[src/rtl/rl_pkg.sv]
// rl_pkg: shared action width, Q-value width default and LFSR constants
package rl_pkg;
  localparam int ACT_W = 2;
  localparam int NUM_ACT = 4;
  localparam int QW_DEF = 32;
  // taps b15, b13, b12, b10 -> x^16+x^14+x^13+x^11+1
  localparam logic [15:0] LFSR_TAPS = 16'hB400;
  localparam logic [15:0] LFSR_INIT_VAL = 16'hACE1;
  function automatic logic [15:0] lfsr_next(input logic [15:0] v);
    return {v[14:0], ^(v & LFSR_TAPS)};
  endfunction
endpackage

[src/rtl/lfsr16.sv]
// lfsr16: 16-bit Fibonacci LFSR with seed load (zero seed replaced by INIT)
//   clk, rst : clock, async active-high reset (value <= INIT)
//   adv      : advance one step
//   load     : load seed; wins over adv
//   seed     : seed value
//   value    : current LFSR state
module lfsr16 import rl_pkg::*; #(
  parameter logic [15:0] INIT = LFSR_INIT_VAL
) (
  input  logic        clk,
  input  logic        rst,
  input  logic        adv,
  input  logic        load,
  input  logic [15:0] seed,
  output logic [15:0] value
);
  always_ff @(posedge clk or posedge rst)
    if (rst) value <= INIT;
    else if (load) value <= (seed == '0) ? INIT : seed;
    else if (adv) value <= lfsr_next(value);
endmodule

[src/rtl/action_selector.sv]
// action_selector: 2-stage max/min search over a 4-entry Q row plus epsilon-greedy action pick
//   clk, rst            : clock, async active-high reset
//   in_valid, Q0..Q3    : input row (signed Q-values)
//   epsilon             : exploration threshold (unsigned)
//   seed_load, seed     : LFSR reseed
//   out_valid           : results valid (latency 2)
//   Amax, Amin, Qmax    : greedy action, worst action, row maximum
//   A, explore          : chosen action, 1 when A came from the random draw
module action_selector import rl_pkg::*; #(
  parameter int QW = QW_DEF,
  parameter int EPS_W = 16,
  parameter logic [15:0] LFSR_INIT = LFSR_INIT_VAL
) (
  input  logic                    clk,
  input  logic                    rst,
  input  logic                    in_valid,
  input  logic signed [QW-1:0]    Q0,
  input  logic signed [QW-1:0]    Q1,
  input  logic signed [QW-1:0]    Q2,
  input  logic signed [QW-1:0]    Q3,
  input  logic [EPS_W-1:0]        epsilon,
  input  logic                    seed_load,
  input  logic [15:0]             seed,
  output logic                    out_valid,
  output logic [ACT_W-1:0]        Amax,
  output logic [ACT_W-1:0]        Amin,
  output logic signed [QW-1:0]    Qmax,
  output logic [ACT_W-1:0]        A,
  output logic                    explore
);
  localparam int CW = (EPS_W > 16) ? EPS_W : 16;
  logic [15:0] lfsr_v;
  logic v1;
  logic signed [QW-1:0] mx01, mx23, mn01, mn23;
  logic ix01, ix23, in01, in23;
  logic [15:0] rnd_q;
  logic [EPS_W-1:0] eps_q;
  logic hi_max, hi_min, explore_n;
  logic [ACT_W-1:0] amax_n, amin_n;
  logic signed [QW-1:0] qmax_n;

  // the row samples the pre-advance value; the LFSR steps on the same edge
  lfsr16 #(.INIT(LFSR_INIT)) u_lfsr (
    .clk  (clk),
    .rst  (rst),
    .adv  (in_valid),
    .load (seed_load),
    .seed (seed),
    .value(lfsr_v)
  );

  // strict compares keep the lower index on ties
  always_ff @(posedge clk or posedge rst)
    if (rst) begin
      v1 <= 1'b0;
      mx01 <= '0;
      mx23 <= '0;
      mn01 <= '0;
      mn23 <= '0;
      ix01 <= 1'b0;
      ix23 <= 1'b0;
      in01 <= 1'b0;
      in23 <= 1'b0;
      rnd_q <= '0;
      eps_q <= '0;
    end else begin
      v1 <= in_valid;
      if (in_valid) begin
        ix01 <= Q1 > Q0;
        mx01 <= (Q1 > Q0) ? Q1 : Q0;
        ix23 <= Q3 > Q2;
        mx23 <= (Q3 > Q2) ? Q3 : Q2;
        in01 <= Q1 < Q0;
        mn01 <= (Q1 < Q0) ? Q1 : Q0;
        in23 <= Q3 < Q2;
        mn23 <= (Q3 < Q2) ? Q3 : Q2;
        rnd_q <= lfsr_v;
        eps_q <= epsilon;
      end
    end

  always_comb begin
    hi_max = mx23 > mx01;
    hi_min = mn23 < mn01;
    amax_n = hi_max ? {1'b1, ix23} : {1'b0, ix01};
    amin_n = hi_min ? {1'b1, in23} : {1'b0, in01};
    qmax_n = hi_max ? mx23 : mx01;
    explore_n = CW'(rnd_q) < CW'(eps_q);
  end

  always_ff @(posedge clk or posedge rst)
    if (rst) begin
      out_valid <= 1'b0;
      Amax <= '0;
      Amin <= '0;
      Qmax <= '0;
      A <= '0;
      explore <= 1'b0;
    end else begin
      out_valid <= v1;
      if (v1) begin
        Amax <= amax_n;
        Amin <= amin_n;
        Qmax <= qmax_n;
        explore <= explore_n;
        A <= explore_n ? rnd_q[ACT_W-1:0] : amax_n;
      end
    end
endmodule

[config.mk]
export PLATFORM = sky130hd
export DESIGN_NAME = action_selector
export DESIGN_NICKNAME = d
export VERILOG_FILES = /design/src/rtl/rl_pkg.sv /design/src/rtl/lfsr16.sv /design/src/rtl/action_selector.sv
export SDC_FILE = /design/constraint.sdc
export NUM_CORES = 1
export LEC_CHECK = 0
export BUFFER_PORTS_ARGS = -buffer_cell sky130_fd_sc_hd__buf_2
export CAP_MARGIN = 20
export CORE_MARGIN = 2
export CORE_UTILIZATION = 63
export CTS_CLUSTER_SIZE = 40
export DETAILED_ROUTE_END_ITERATION = 10
export PLACE_DENSITY = 0.95
export SKIP_LAST_GASP = 1
export SYNTH_ARGS = -nofsm -noshare
export SYNTH_HDL_FRONTEND = slang
export SYNTH_SLANG_ARGS = --single-unit
export TNS_END_PERCENT = 50
[constraint.sdc]
create_clock -name clk -period 12.5 [get_ports clk]
set_input_delay 1.25 -clock clk [delete_from_list [all_inputs] [get_ports clk]]
set_output_delay 1.25 -clock clk [all_outputs]
set_load 0.1 [all_outputs]
# Word level (Yosys, flattened, before mapping)
# Cells that the tools add are included.
# Widths: inputs -> output; s select.
[classes]
order_cmp = 7
mux = 11
n_reduce_logical = 3
[ops]
columns = ["op", "n"]
rows = [
  ["$mux 32", 5],
  ["$gt 32x32->1", 3],
  ["$lt 32x32->1", 3],
  ["$mux 16", 3],
  ["$logic_not 16->1", 1],
  ["$lt 16x16->1", 1],
  ["$reduce_xor 16->1", 1],
  ["$mux 2", 3],
  ["$reduce_bool 2->1", 1],
]
[word_totals]
reg_bits = 221
out_inout_bits = 40
elab_cells = 39

# Depth between registers and ports, before layout
# Gate-level depths: netlist of run 1.
[depth]
word_depth = 3
depth_mapped = 12
depth_no_buf = 10

# Modules after synthesis
# A second synthesis of run 1 with hierarchy kept.
[hier_totals]
hier_cells = 1501
hier_area_um2 = 13575.5
[by_module_without_submodules]
columns = ["module", "instances", "cells_each", "area_each_um2", "seq_area_each_um2"]
rows = [
  ["action_selector", 1, 1429, 12724.7, 5129.9],
  ["lfsr16", 1, 72, 850.8, 410.4],
]

# Worst setup path before layout of run 1
# OpenSTA, ideal clock, no wires.
[synth_timing]
path_kind = "input to register"
start = "input Q0[5]"
end = "register mx01[10]"
arrival_ps = 3558
t_required_ps = 12363
path_slack_ps = 8805
cell_stages = 12
cell_sequence = "inv_1 -> ha_1 -> a21oi_1 -> o21ai_1 -> a221o_1 -> o31a_1 -> nor4_4 -> a31o_1 -> buf_2 -> buf_6 -> mux2i_1 -> a21oi_1"
[synth_via]
elab_chain_len = 2
[synth_lines]
columns = ["element", "line_no", "source"]
rows = [
  ["start, declared", "action_selector.sv:17", "input logic signed [QW-1:0] Q0,"],
  ["$gt 32x32->1", "action_selector.sv:70", "mx01 <= (Q1 > Q0) ? Q1 : Q0;"],
  ["$mux 32", "action_selector.sv:70", ""],
  ["end signal, assigned", "action_selector.sv:70", ""],
  ["end, declared", "action_selector.sv:34", "logic signed [QW-1:0] mx01, mx23, mn01, mn23;"],
]
# Every way passes these cells.
# A chain may end at the register's enable or synchronous reset.

# Final worst setup path of run 1
[layout_timing]
start = "input Q2[19]"
end = "register mx23[26]"
[layout_via]
elab_chain_len = 2
[layout_lines]
columns = ["element", "line_no", "source"]
rows = [
  ["start, declared", "action_selector.sv:19", "input logic signed [QW-1:0] Q2,"],
  ["$gt 32x32->1", "action_selector.sv:72", "mx23 <= (Q3 > Q2) ? Q3 : Q2;"],
  ["$mux 32", "action_selector.sv:72", ""],
  ["end signal, assigned", "action_selector.sv:72", ""],
  ["end, declared", "action_selector.sv:34", ""],
]
# Every way passes these cells.

==> flow_summary.json, run 1 <==
{
  "run_status": "complete, no violations",
  "vias_per_cell": 6.49,
  "gp_congestion": 0.930,
  "fin_worst_skew_ns": 0.0188,
  "row_count": 54,
  "fin_ws_ns": 7.73,
  "drv_slew": 0,
  "htreeDepth": 1,
  "yosys-top-cells-area": "dfrtp_1, ha_1, mux2i_1",
  "yosysSeqAreaShare_pct": 39.5,
  "drt-initial-drc-count": 1474,
  "fin_setup_tns_ns": 0,
  "grt_pass1_wl_mm": 65.3,
  "areaGrowthSynthToFinish_pct": 14.5,
  "async_reset_ff_share_pct": 100,
  "min_path_type": "register to register",
  "p_int_mw": 1.60,
  "synth_seq_cells": 221,
  "fin_crit_sh_pct": 38.1,
  "whs_ns": 0.486,
  "synth_edf_count": 0,
  "hold_violations": 0,
  "ys_types": 62,
  "clk_latency_ns": 0.54,
  "synth_commonest_cells": "dfrtp_1, nand2_1, nor2_1",
  "worstMarginPinSlew_ns": 1.04,
  "cts_buffers": 24,
  "reg2regPathDepth": 11,
  "period_needed_ns": 4.77,
  "postRouteAntennaNets": 0,
  "core-area_um2": 21800,
  "dp.cells": 1955,
  "dieArea_um2": 23500,
  "post_cts_resize_count": 0,
  "synthFlopType": "dfrtp_1",
  "die_h_um": 153,
  "grt_max_degree": 122,
  "cts_tree": "built",
  "path_max_fanout": 33,
  "dp_slack_ns": 7.42,
  "drcViolationCount": 0,
  "drv_cap": 0,
  "grt_remaining_overflow": 0,
  "dr.pass1.iters": 8,
  "drive_gt1_share_pct": 17.5,
  "yosys_warnings": 0,
  "critPathCaptureType": "register",
  "layoutNonFillerInstCount": 2003,
  "pwr-share-clk_pct": 27.9,
  "clock_sinks": 221,
  "place_area_um2": 15200,
  "cts-root-buf": "clkbuf_16",
  "die_w_um": 153,
  "cts_setup_buffers": 0,
  "switchingPower_mw": 1.08,
  "pwr-share-comb_pct": 37.4,
  "leakagePower_nw": 8.00,
  "wl_per_cell_um": 20.4,
  "cp.arrival_ns": 5.22,
  "port_buffers": 203,
  "final_area_um2": 16100,
  "dp_hpwl_mm": 28.7,
  "synth_top_area_cell": "dfrtp_1",
  "switching_share_pct": 40.3,
  "syn_area_um2": 14000,
  "initial_core_util_pct": 64.2,
  "antenna_found_initial": 5,
  "clk_pin_slew_ns": 0.07,
  "fin_nets": 2009,
  "yosysMostFrequentCell": "dfrtp_1",
  "slew_headroom_pct": 30.5,
  "cp-start-kind": "input port",
  "finalWirelength_mm": 40.9,
  "synthesis.nets": 1848,
  "vdd_drop_max_mv": 0.166,
  "grt_setup_unrepaired": "no",
  "synth_top_area_share_pct": 38.0,
  "grt_pass1_vias": 12800,
  "hold_buffers": 0,
  "critPathRequiredTime_ns": 12.96,
  "cts_buffer_depth": 3,
  "setup_viol": 0,
  "max_freq_mhz": 210,
  "power.density_nw_per_um2": 167,
  "postSynthCellCount": 1542,
  "ios": 204,
  "p_seq_share_pct": 34.7,
  "hold_path_depth": 1,
  "vias": 13000,
  "syn_avg_cell_area_um2": 9.09,
  "track_usage_pct": 34.2,
  "criticalPathCategory": "input port to register"
}
cell families (layout without fill, tap and decap cells):
group	Yosys count	count (layout)	synth area share, %
compound gates	356	356	16.6
buf+inv	234	409	6.56
fa+ha+maj	142	142	12.7
flops	221	221	39.5
simple gates	446	446	14.2
xor+xnor	3	3	0.188
other cells	0	6	0
mux	140	140	10.2
registers in the layout, summed over array words and instances, names as in the netlist, 2 cells and up:
| signal | count |
|---|---|
| mn23 | 32 |
| rnd_q | 16 |
| mx23 | 32 |
| u_lfsr.value | 16 |
| A | 2 |
| mn01 | 32 |
| Amin | 2 |
| eps_q | 16 |
| Amax | 2 |
| Qmax | 32 |
| mx01 | 32 |
critical path, cell delays in order:
cell      delay [ns]
buf_2           0.11
inv_1           0.04
ha_1            0.29
nand2_1         0.07
o21ai_0         0.50
nor2_1          0.14
nor4_1          0.69
a211oi_4        0.18
buf_4           0.39
a211oi_4        0.82
buf_4           0.42
nand2_1         0.12
a31oi_1         0.19
placed cells by master, fill, tap and decap left out, drive strengths merged, types with 4 or more instances in the layout:
| cell type | synthesis | routed |
|---|---|---|
| buf | 17 | 220 |
| dfrtp | 213 | 213 |
| nand2 | 157 | 157 |
| nor2 | 150 | 150 |
| inv | 148 | 148 |
| ha | 142 | 142 |
| a21oi | 119 | 119 |
| mux2i | 113 | 113 |
| nand3 | 50 | 50 |
| o21ai | 42 | 42 |
| a31oi | 36 | 36 |
| clkbuf | 69 | 35 |
| o221ai | 31 | 31 |
| mux2 | 27 | 27 |
| a211oi | 27 | 27 |
| nand4 | 25 | 25 |
| o31ai | 23 | 23 |
| or3 | 21 | 21 |
| a21o | 17 | 17 |
| a21boi | 13 | 13 |
| a41oi | 10 | 10 |
| nor4 | 10 | 10 |
| dfstp | 8 | 8 |
| and4 | 7 | 7 |
| o22a | 7 | 7 |
| diode | 0 | 6 |
| nor2b | 6 | 6 |
| o211ai | 6 | 6 |
| nand2b | 6 | 6 |
| o21a | 5 | 5 |
| and3 | 4 | 4 |
| nor3 | 4 | 4 |
power by group through the flow:
stage          Clock, mW  Sequential (mW)  Combinational [mW]
4_1_cts            0.747            0.925               0.986
5_1_grt            0.782            0.941                1.07
3_3_place_gp           0            0.927               0.935
2_1_floorplan          0             1.20               0.462
3_5_place_dp           0            0.935               0.974
6_report           0.747            0.927                1.00
cell type report:
cell class / instances / area, µm²
clock inverters: 5 / 100
fillers: 1459 / 5770
diodes: 6 / 15.0
clock buffers: 35 / 713
multi-input cells: 1087 / 7580
repair buffers: 221 / 1190
inverters: 148 / 563
flip-flops and latches: 221 / 5540
well taps: 280 / 350
final timing paths:
| kind | startpoint | endpoint | slack (ns) |
|---|---|---|---|
| hold / removal | explore | explore | 0.49 |
| setup / recovery | Q2[19] | mx23[26] | 7.73 |
| max in group asynchronous | rst | mn23[31] | 10.22 |
| hold reg to reg | explore | explore | 0.49 |
| min in group asynchronous | rst | mx01[17] | 0.84 |
| setup reg to reg | mx01[31] | Qmax[9] | 8.50 |
metrics by stage:
step	power, mW	util, %
6_report	2.67	73.6
5_1_grt	2.79	73.5
4_1_cts	2.66	73.3
3_5_place_dp	1.91	69.6
3_3_place_gp	1.86	69.6
2_1_floorplan	1.66	-
metal layers:
layer / GRT usage, % / wire length, µm / vias to the layer above
li1: - / - / 5827
met1: 44.1 / 15400 / 6136
met2: 55.8 / 19100 / 834
met3: 6.12 / 4040 / 193
met4: 17.0 / 2320 / 0
met5: 0 / 0 / -
Note: power is estimated with default switching activity, not from simulation.
==> inputs of run 2 (changes only) <==
--- a/config.mk
+++ b/config.mk
@@ -8,10 +8,10 @@
 export BUFFER_PORTS_ARGS = -buffer_cell sky130_fd_sc_hd__buf_2
 export CAP_MARGIN = 20
 export CORE_MARGIN = 2
-export CORE_UTILIZATION = 63
+export CORE_UTILIZATION = 53
 export CTS_CLUSTER_SIZE = 40
 export DETAILED_ROUTE_END_ITERATION = 10
-export PLACE_DENSITY = 0.95
+export PLACE_DENSITY = 0.86
 export SKIP_LAST_GASP = 1
 export SYNTH_ARGS = -nofsm -noshare
 export SYNTH_HDL_FRONTEND = slang
==> constraint.sdc (replaced) <==
create_clock -name clk -period 3.95 [get_ports clk]
set_input_delay 0.395 -clock clk [delete_from_list [all_inputs] [get_ports clk]]
set_output_delay 0.395 -clock clk [all_outputs]
set_load 0.1 [all_outputs]
==> flow_summary.json, run 2 (synthesized netlist as in run 1, its figures left out) <==
{
  "wl_met1_mm": 16.3,
  "grt_setup_unrepaired": "no",
  "cp.arrival_ns": 3.72,
  "critPathCaptureType": "register",
  "critPathTopFamily": "simple AND/OR/NAND/NOR gates",
  "switching_share_pct": 40.0,
  "reg2regPathDepth": 11,
  "fin_nets": 2020,
  "nFillCells": 2099,
  "core-area_um2": 26000,
  "grt_pass1_vias": 12500,
  "whs_ns": 0.0819,
  "postRouteAntennaNets": 0,
  "slowest_stage": "a221oi_1",
  "min_path_type": "input port to register",
  "leakagePower_nw": 8.03,
  "grt_max_degree": 129,
  "vias_per_cell": 6.06,
  "initial_core_util_pct": 53.9,
  "dr.pass1.iters": 6,
  "grt_remaining_overflow": 0,
  "drive_gt1_share_pct": 18.0,
  "fin_ws_ns": 0.597,
  "max_freq_mhz": 298,
  "criticalPathCategory": "register to register",
  "layoutNonFillerInstCount": 2065,
  "wl_per_cell_um": 19.1,
  "switchingPower_mw": 3.38,
  "hold_path_depth": 3,
  "fin_total_pwr_mw": 8.44,
  "dr_wl_met3_mm": 3.47,
  "vdd_drop_max_mv": 0.593,
  "row_count": 59,
  "clock_sinks": 221,
  "cts_tree": "built",
  "ios": 204,
  "fin_crit_sh_pct": 84.9,
  "dieArea_um2": 27800,
  "p_int_mw": 5.06,
  "layout_common_cells": "dfrtp_1, buf_2, nand2_1, nor2_1, inv_1",
  "antenna_found_initial": 2,
  "wl_met2_mm": 18.2,
  "crit_chain": "inv_1 > ha_1 > nand4_1 > nor2_1 > a221oi_1 > nand3_1 > nor3_1 > a21oi_4 > buf_4 > mux2i_1 > a21oi_1",
  "cts-root-buf": "clkbuf_16",
  "fin_setup_tns_ns": 0,
  "pwr-share-comb_pct": 37.3,
  "cts_setup_buffers": 0,
  "power.density_nw_per_um2": 521,
  "slew_headroom_pct": 39.3,
  "clk_pin_slew_ns": 0.06,
  "dp_hpwl_mm": 29.0,
  "fin_worst_skew_ns": 0.00755,
  "crit_cells": 11,
  "r2r_slack_ns": 0.60,
  "run_status": "complete, no violations",
  "finalWirelength_mm": 39.4,
  "p_seq_share_pct": 34.8,
  "antenna_cells": 0,
  "post_cts_resize_count": 0,
  "top_layer": "met5",
  "cts_buffer_depth": 3,
  "drcViolationCount": 0,
  "drt-initial-drc-count": 1288,
  "multi_input_area_um2": 7580,
  "cts_buffers": 25,
  "dp.cells": 2021,
  "die_h_um": 167,
  "cp-start-kind": "register",
  "path_max_fanout": 12,
  "htreeDepth": 1,
  "drv_slew": 0,
  "pwr-share-clk_pct": 28.0,
  "gp_congestion": 0.932,
  "setup_viol": 0,
  "vias": 12500,
  "clk_latency_ns": 0.52,
  "drv_cap": 0,
  "hold_violations": 0,
  "track_usage_pct": 28.3,
  "areaGrowthSynthToFinish_pct": 15.6,
  "path_buf_inv": 2,
  "final_common_cell": "dfrtp_1",
  "slowest_delay_ns": 0.56,
  "period_needed_ns": 3.35,
  "grt_pass1_wl_mm": 64.2,
  "seqCellArea_um2": 5540,
  "dp_slack_ns": 0.293,
  "hold_buffers": 1,
  "die_w_um": 167,
  "critPathRequiredTime_ns": 4.31,
  "worstMarginPinSlew_ns": 0.888,
  "port_buffers": 203
}
==> run 2: power by group through the flow <==
stage                     sequential, mW  combinational [mW]  clock (mW)
final                               2.93                3.14        2.36
after global routing                2.98                3.40        2.47
after CTS                           2.93                3.14        2.39
after detailed placement            2.97                3.12           0
after global placement              2.95                3.03           0
after floorplan                     3.80                1.46           0
==> run 2: through the flow <==
step	instance area (µm²)	util, %
4_1_cts	16200	62.3
3_3_place_gp	15400	59.1
3_5_place_dp	15400	59.1
5_1_grt	16200	62.3
6_report	16200	62.3
2_1_floorplan	14000	-
==> run 2: path summary, 6_finish.rpt <==
path / to / start
max: Qmax[21] / mx01[31]
min in group asynchronous: Qmax[16] / rst
min reg2reg: explore / explore
max reg2reg: Qmax[21] / mx01[31]
max in group asynchronous: v1 / rst
min: eps_q[5] / epsilon[5]
==> run 2: layer usage <==
metal / global-route usage, % / up-vias
met1: 38.2 / 6005
met3: 4.94 / 105
met5: 0 / -
met4: 9.90 / 4
met2: 46.0 / 576
li1: - / 5821
==> run 2: area by class of cell <==
cell class	count	share of cell area [%]
multi-input combinational	1087	46.8
tap	335	2.59
clock buffer	35	4.34
timing repair buffer	231	7.88
inverter	148	3.45
sequential	221	34.2
clock inverter	8	0.726
==> run 2: tightest hold or removal path, delay by kind of cell <==
kind / cells / cell delay (ns)
buffers and inverters: 1 / 0.08
AOI/OAI and AO/OA: 1 / 0.05
and+or+nand+nor: 1 / 0.04
==> inputs of run 3 (changes only) <==
--- a/config.mk
+++ b/config.mk
@@ -5,13 +5,14 @@
 export SDC_FILE = /design/constraint.sdc
 export NUM_CORES = 1
 export LEC_CHECK = 0
+export ABC_AREA = 1
 export BUFFER_PORTS_ARGS = -buffer_cell sky130_fd_sc_hd__buf_2
 export CAP_MARGIN = 20
 export CORE_MARGIN = 2
-export CORE_UTILIZATION = 53
+export CORE_UTILIZATION = 58
 export CTS_CLUSTER_SIZE = 40
 export DETAILED_ROUTE_END_ITERATION = 10
-export PLACE_DENSITY = 0.86
+export PLACE_DENSITY = 0.89
 export SKIP_LAST_GASP = 1
 export SYNTH_ARGS = -nofsm -noshare
 export SYNTH_HDL_FRONTEND = slang
==> constraint.sdc (replaced) <==
create_clock -name clk -period 3.18 [get_ports clk]
set_input_delay 0.318 -clock clk [delete_from_list [all_inputs] [get_ports clk]]
set_output_delay 0.318 -clock clk [all_outputs]
set_load 0.1 [all_outputs]
==> flow_summary.json, run 3 <==
{
  "run_status": "complete, no violations",
  "track_usage_pct": 32.0,
  "endpoint": "mx01[17]",
  "switchingPower_mw": 4.90,
  "fin_nets": 2335,
  "path_max_fanout": 33,
  "syn_area_um2": 14000,
  "yosysSeqAreaShare_pct": 39.6,
  "critPathCaptureType": "register",
  "period_needed_ns": 2.87,
  "pwr-share-clk_pct": 26.8,
  "finalWirelength_mm": 40.8,
  "drive_gt1_share_pct": 14.5,
  "antenna_found_initial": 0,
  "dieArea_um2": 25400,
  "yosysMostFrequentCell": "nand2_1",
  "slowest_delay_ns": 0.53,
  "r2r_end": "A[1]",
  "synth_seq_cells": 221,
  "dp_slack_ns": -0.169,
  "slew_headroom_pct": 33.0,
  "clock_sinks": 221,
  "fin_crit_sh_pct": 90.1,
  "criticalPathCategory": "input port to register",
  "synth_top_area_share_pct": 38.1,
  "postSynthCellCount": 1862,
  "port_buffers": 203,
  "worstMarginPinSlew_ns": 1.00,
  "antenna_cells": 0,
  "critPathRequiredTime_ns": 3.65,
  "htreeDepth": 1,
  "grt_pass1_vias": 13600,
  "power.density_nw_per_um2": 691,
  "final_common_cell": "nand2_1",
  "ys_types": 36,
  "hold_violations": 0,
  "cts-root-buf": "clkbuf_16",
  "areaGrowthSynthToFinish_pct": 15.7,
  "worstSetupStartpoint": "Q0[31]",
  "grt_pass1_wl_mm": 66.9,
  "die_h_um": 159,
  "final_area_um2": 16200,
  "reg2regPathDepth": 15,
  "synth_top_area_cell": "dfrtp_1",
  "gp_congestion": 0.938,
  "cpMostUsedCell": "nand2_1",
  "drv_slew": 0,
  "grt_remaining_overflow": 0,
  "crit_chain": "buf_2 > inv_1 > ha_1 > nand2_1 > nor2_1 > nand4_1 > nor4_2 > nand2_1 > nand3_2 > nand3_4 > nand2_1 > nand3_1 > nand2_1",
  "async_reset_ff_share_pct": 100,
  "fin_worst_skew_ns": 0.0196,
  "min_path_type": "input port to register",
  "rr_startpoint": "mx01[23]",
  "synth_edf_count": 0,
  "postRouteAntennaNets": 0,
  "ios": 204,
  "grt_max_degree": 185,
  "row_count": 56,
  "cts_buffer_depth": 3,
  "core-area_um2": 23500,
  "syn_avg_cell_area_um2": 7.51,
  "post_cts_resize_count": 0,
  "leakagePower_nw": 8.77,
  "vias_per_cell": 5.87,
  "synth_commonest_cells": "nand2_1, inv_1, dfrtp_1",
  "cts_setup_buffers": 0,
  "nFillCells": 1933,
  "synthFlopType": "dfrtp_1",
  "grt_setup_unrepaired": "no",
  "die_w_um": 159,
  "cts_tree": "built",
  "p_seq_share_pct": 33.7,
  "seqCellArea_um2": 5540,
  "slowest_stage": "nor4_2",
  "layout_common_cells": "nand2_1, inv_1, dfrtp_1, buf_2, o21ai_0",
  "layoutNonFillerInstCount": 2365,
  "wl_per_cell_um": 17.3,
  "fin_ws_ns": 0.314,
  "initial_core_util_pct": 59.4,
  "max_freq_mhz": 349,
  "synthesis.nets": 2168,
  "cp-start-kind": "input port",
  "dp.cells": 2319,
  "yosys_warnings": 0,
  "clk_latency_ns": 0.53,
  "place_area_um2": 15300,
  "cp.arrival_ns": 3.33,
  "pwr-share-comb_pct": 39.5,
  "yosys-top-cells-area": "dfrtp_1, nand2_1, ha_1",
  "clk_pin_slew_ns": 0.06,
  "multi_input_area_um2": 7070,
  "hold_buffers": 2,
  "vdd_drop_max_mv": 0.490,
  "drv_cap": 0,
  "drt-initial-drc-count": 1312,
  "r2r_slack_ns": 0.50,
  "setup_viol": 0,
  "cts_buffers": 25,
  "dp_hpwl_mm": 29.1,
  "vias": 13900,
  "p_int_mw": 6.27,
  "dr.pass1.iters": 5,
  "switching_share_pct": 43.9,
  "drcViolationCount": 0
}
run 3: cell types whose count changed after synthesis, moves of 78 or more:
| cell | delta |
|---|---|
| nor2_1 | -78 |
| inv_1 | +100 |
| mux2i_1 | -113 |
| o21ai_1 | +81 |
| o21ai_0 | +110 |
| nand2_1 | +347 |
run 3: per-stage QoR:
step / TNS [ns] / power (mW) / hold slack, ns / utilization [%]
after floorplan: -2.88 / 7.01 / 0.349 / -
after global placement: -2.31 / 8.00 / 0.461 / 65.1
after detailed placement: -6.84 / 8.15 / 0.464 / 65.1
after CTS: 0 / 11.2 / 0.00238 / 68.7
after global routing: 0 / 11.7 / 0.0157 / 68.7
final: 0 / 11.2 / 0.0139 / 68.7
run 3: how the worst min path moves through the flow:
stage / from / endpoint / slack [ns] / cells after the start
finish: epsilon[10] / eps_q[10] / 0.01 / 3
global route: epsilon[6] / eps_q[6] / 0.02 / 3
CTS: epsilon[10] / eps_q[10] / 0.002 / 3
detailed placement: A[0] / A[0] / 0.46 / 2
global placement: rnd_q[3] / rnd_q[3] / 0.46 / 2
floorplan: in_valid / v1 / 0.35 / 0
run 3: worst max-delay path, delay by kind of cell:
family                     cells  cell delay, ns
and+or+nand+nor               10            2.44
adders and majority gates      1            0.36
buffers and inverters          2            0.17
run 3: kinds of logic (layout without fill, tap and decap cells):
logic type | Yosys count | count (layout) | synth area share [%]
DFF | 221 | 221 | 39.6
AOI/OAI and AO/OA | 398 | 398 | 14.7
adders and majority gates | 142 | 142 | 12.7
xor gates and xnor gates | 3 | 3 | 0.188
buffers and inverters | 345 | 529 | 9.84
and+or+nand+nor | 753 | 753 | 23.0
run 3: power by group through the flow:
stage               Clock [mW]  Sequential [mW]  Combinational, mW
floorplan                    0             5.19               1.83
global route              3.13             3.82               4.78
detailed placement           0             3.80               4.36
finish                    3.00             3.77               4.41
CTS                       3.01             3.76               4.38
global placement             0             3.77               4.23
run 3: area by class of cell:
| type | instances | share of cell area [%] |
|---|---|---|
| Clock buffer | 36 | 4.49 |
| Inverter | 248 | 5.79 |
| Tap cell | 319 | 2.47 |
| Clock inverter | 8 | 0.711 |
| Timing Repair Buffer | 237 | 8.60 |
| Multi-Input combinational cell | 1296 | 43.7 |
| Sequential cell | 221 | 34.2 |
run 3: routing by layer:
layer | vias up | global-route usage (%) | wire length, µm
met2 | 798 | 52.0 | 18900
met3 | 133 | 5.89 | 4130
met4 | 0 | 14.4 | 1630
met1 | 6486 | 42.0 | 16200
met5 | - | 0 | 0
li1 | 6461 | - | -
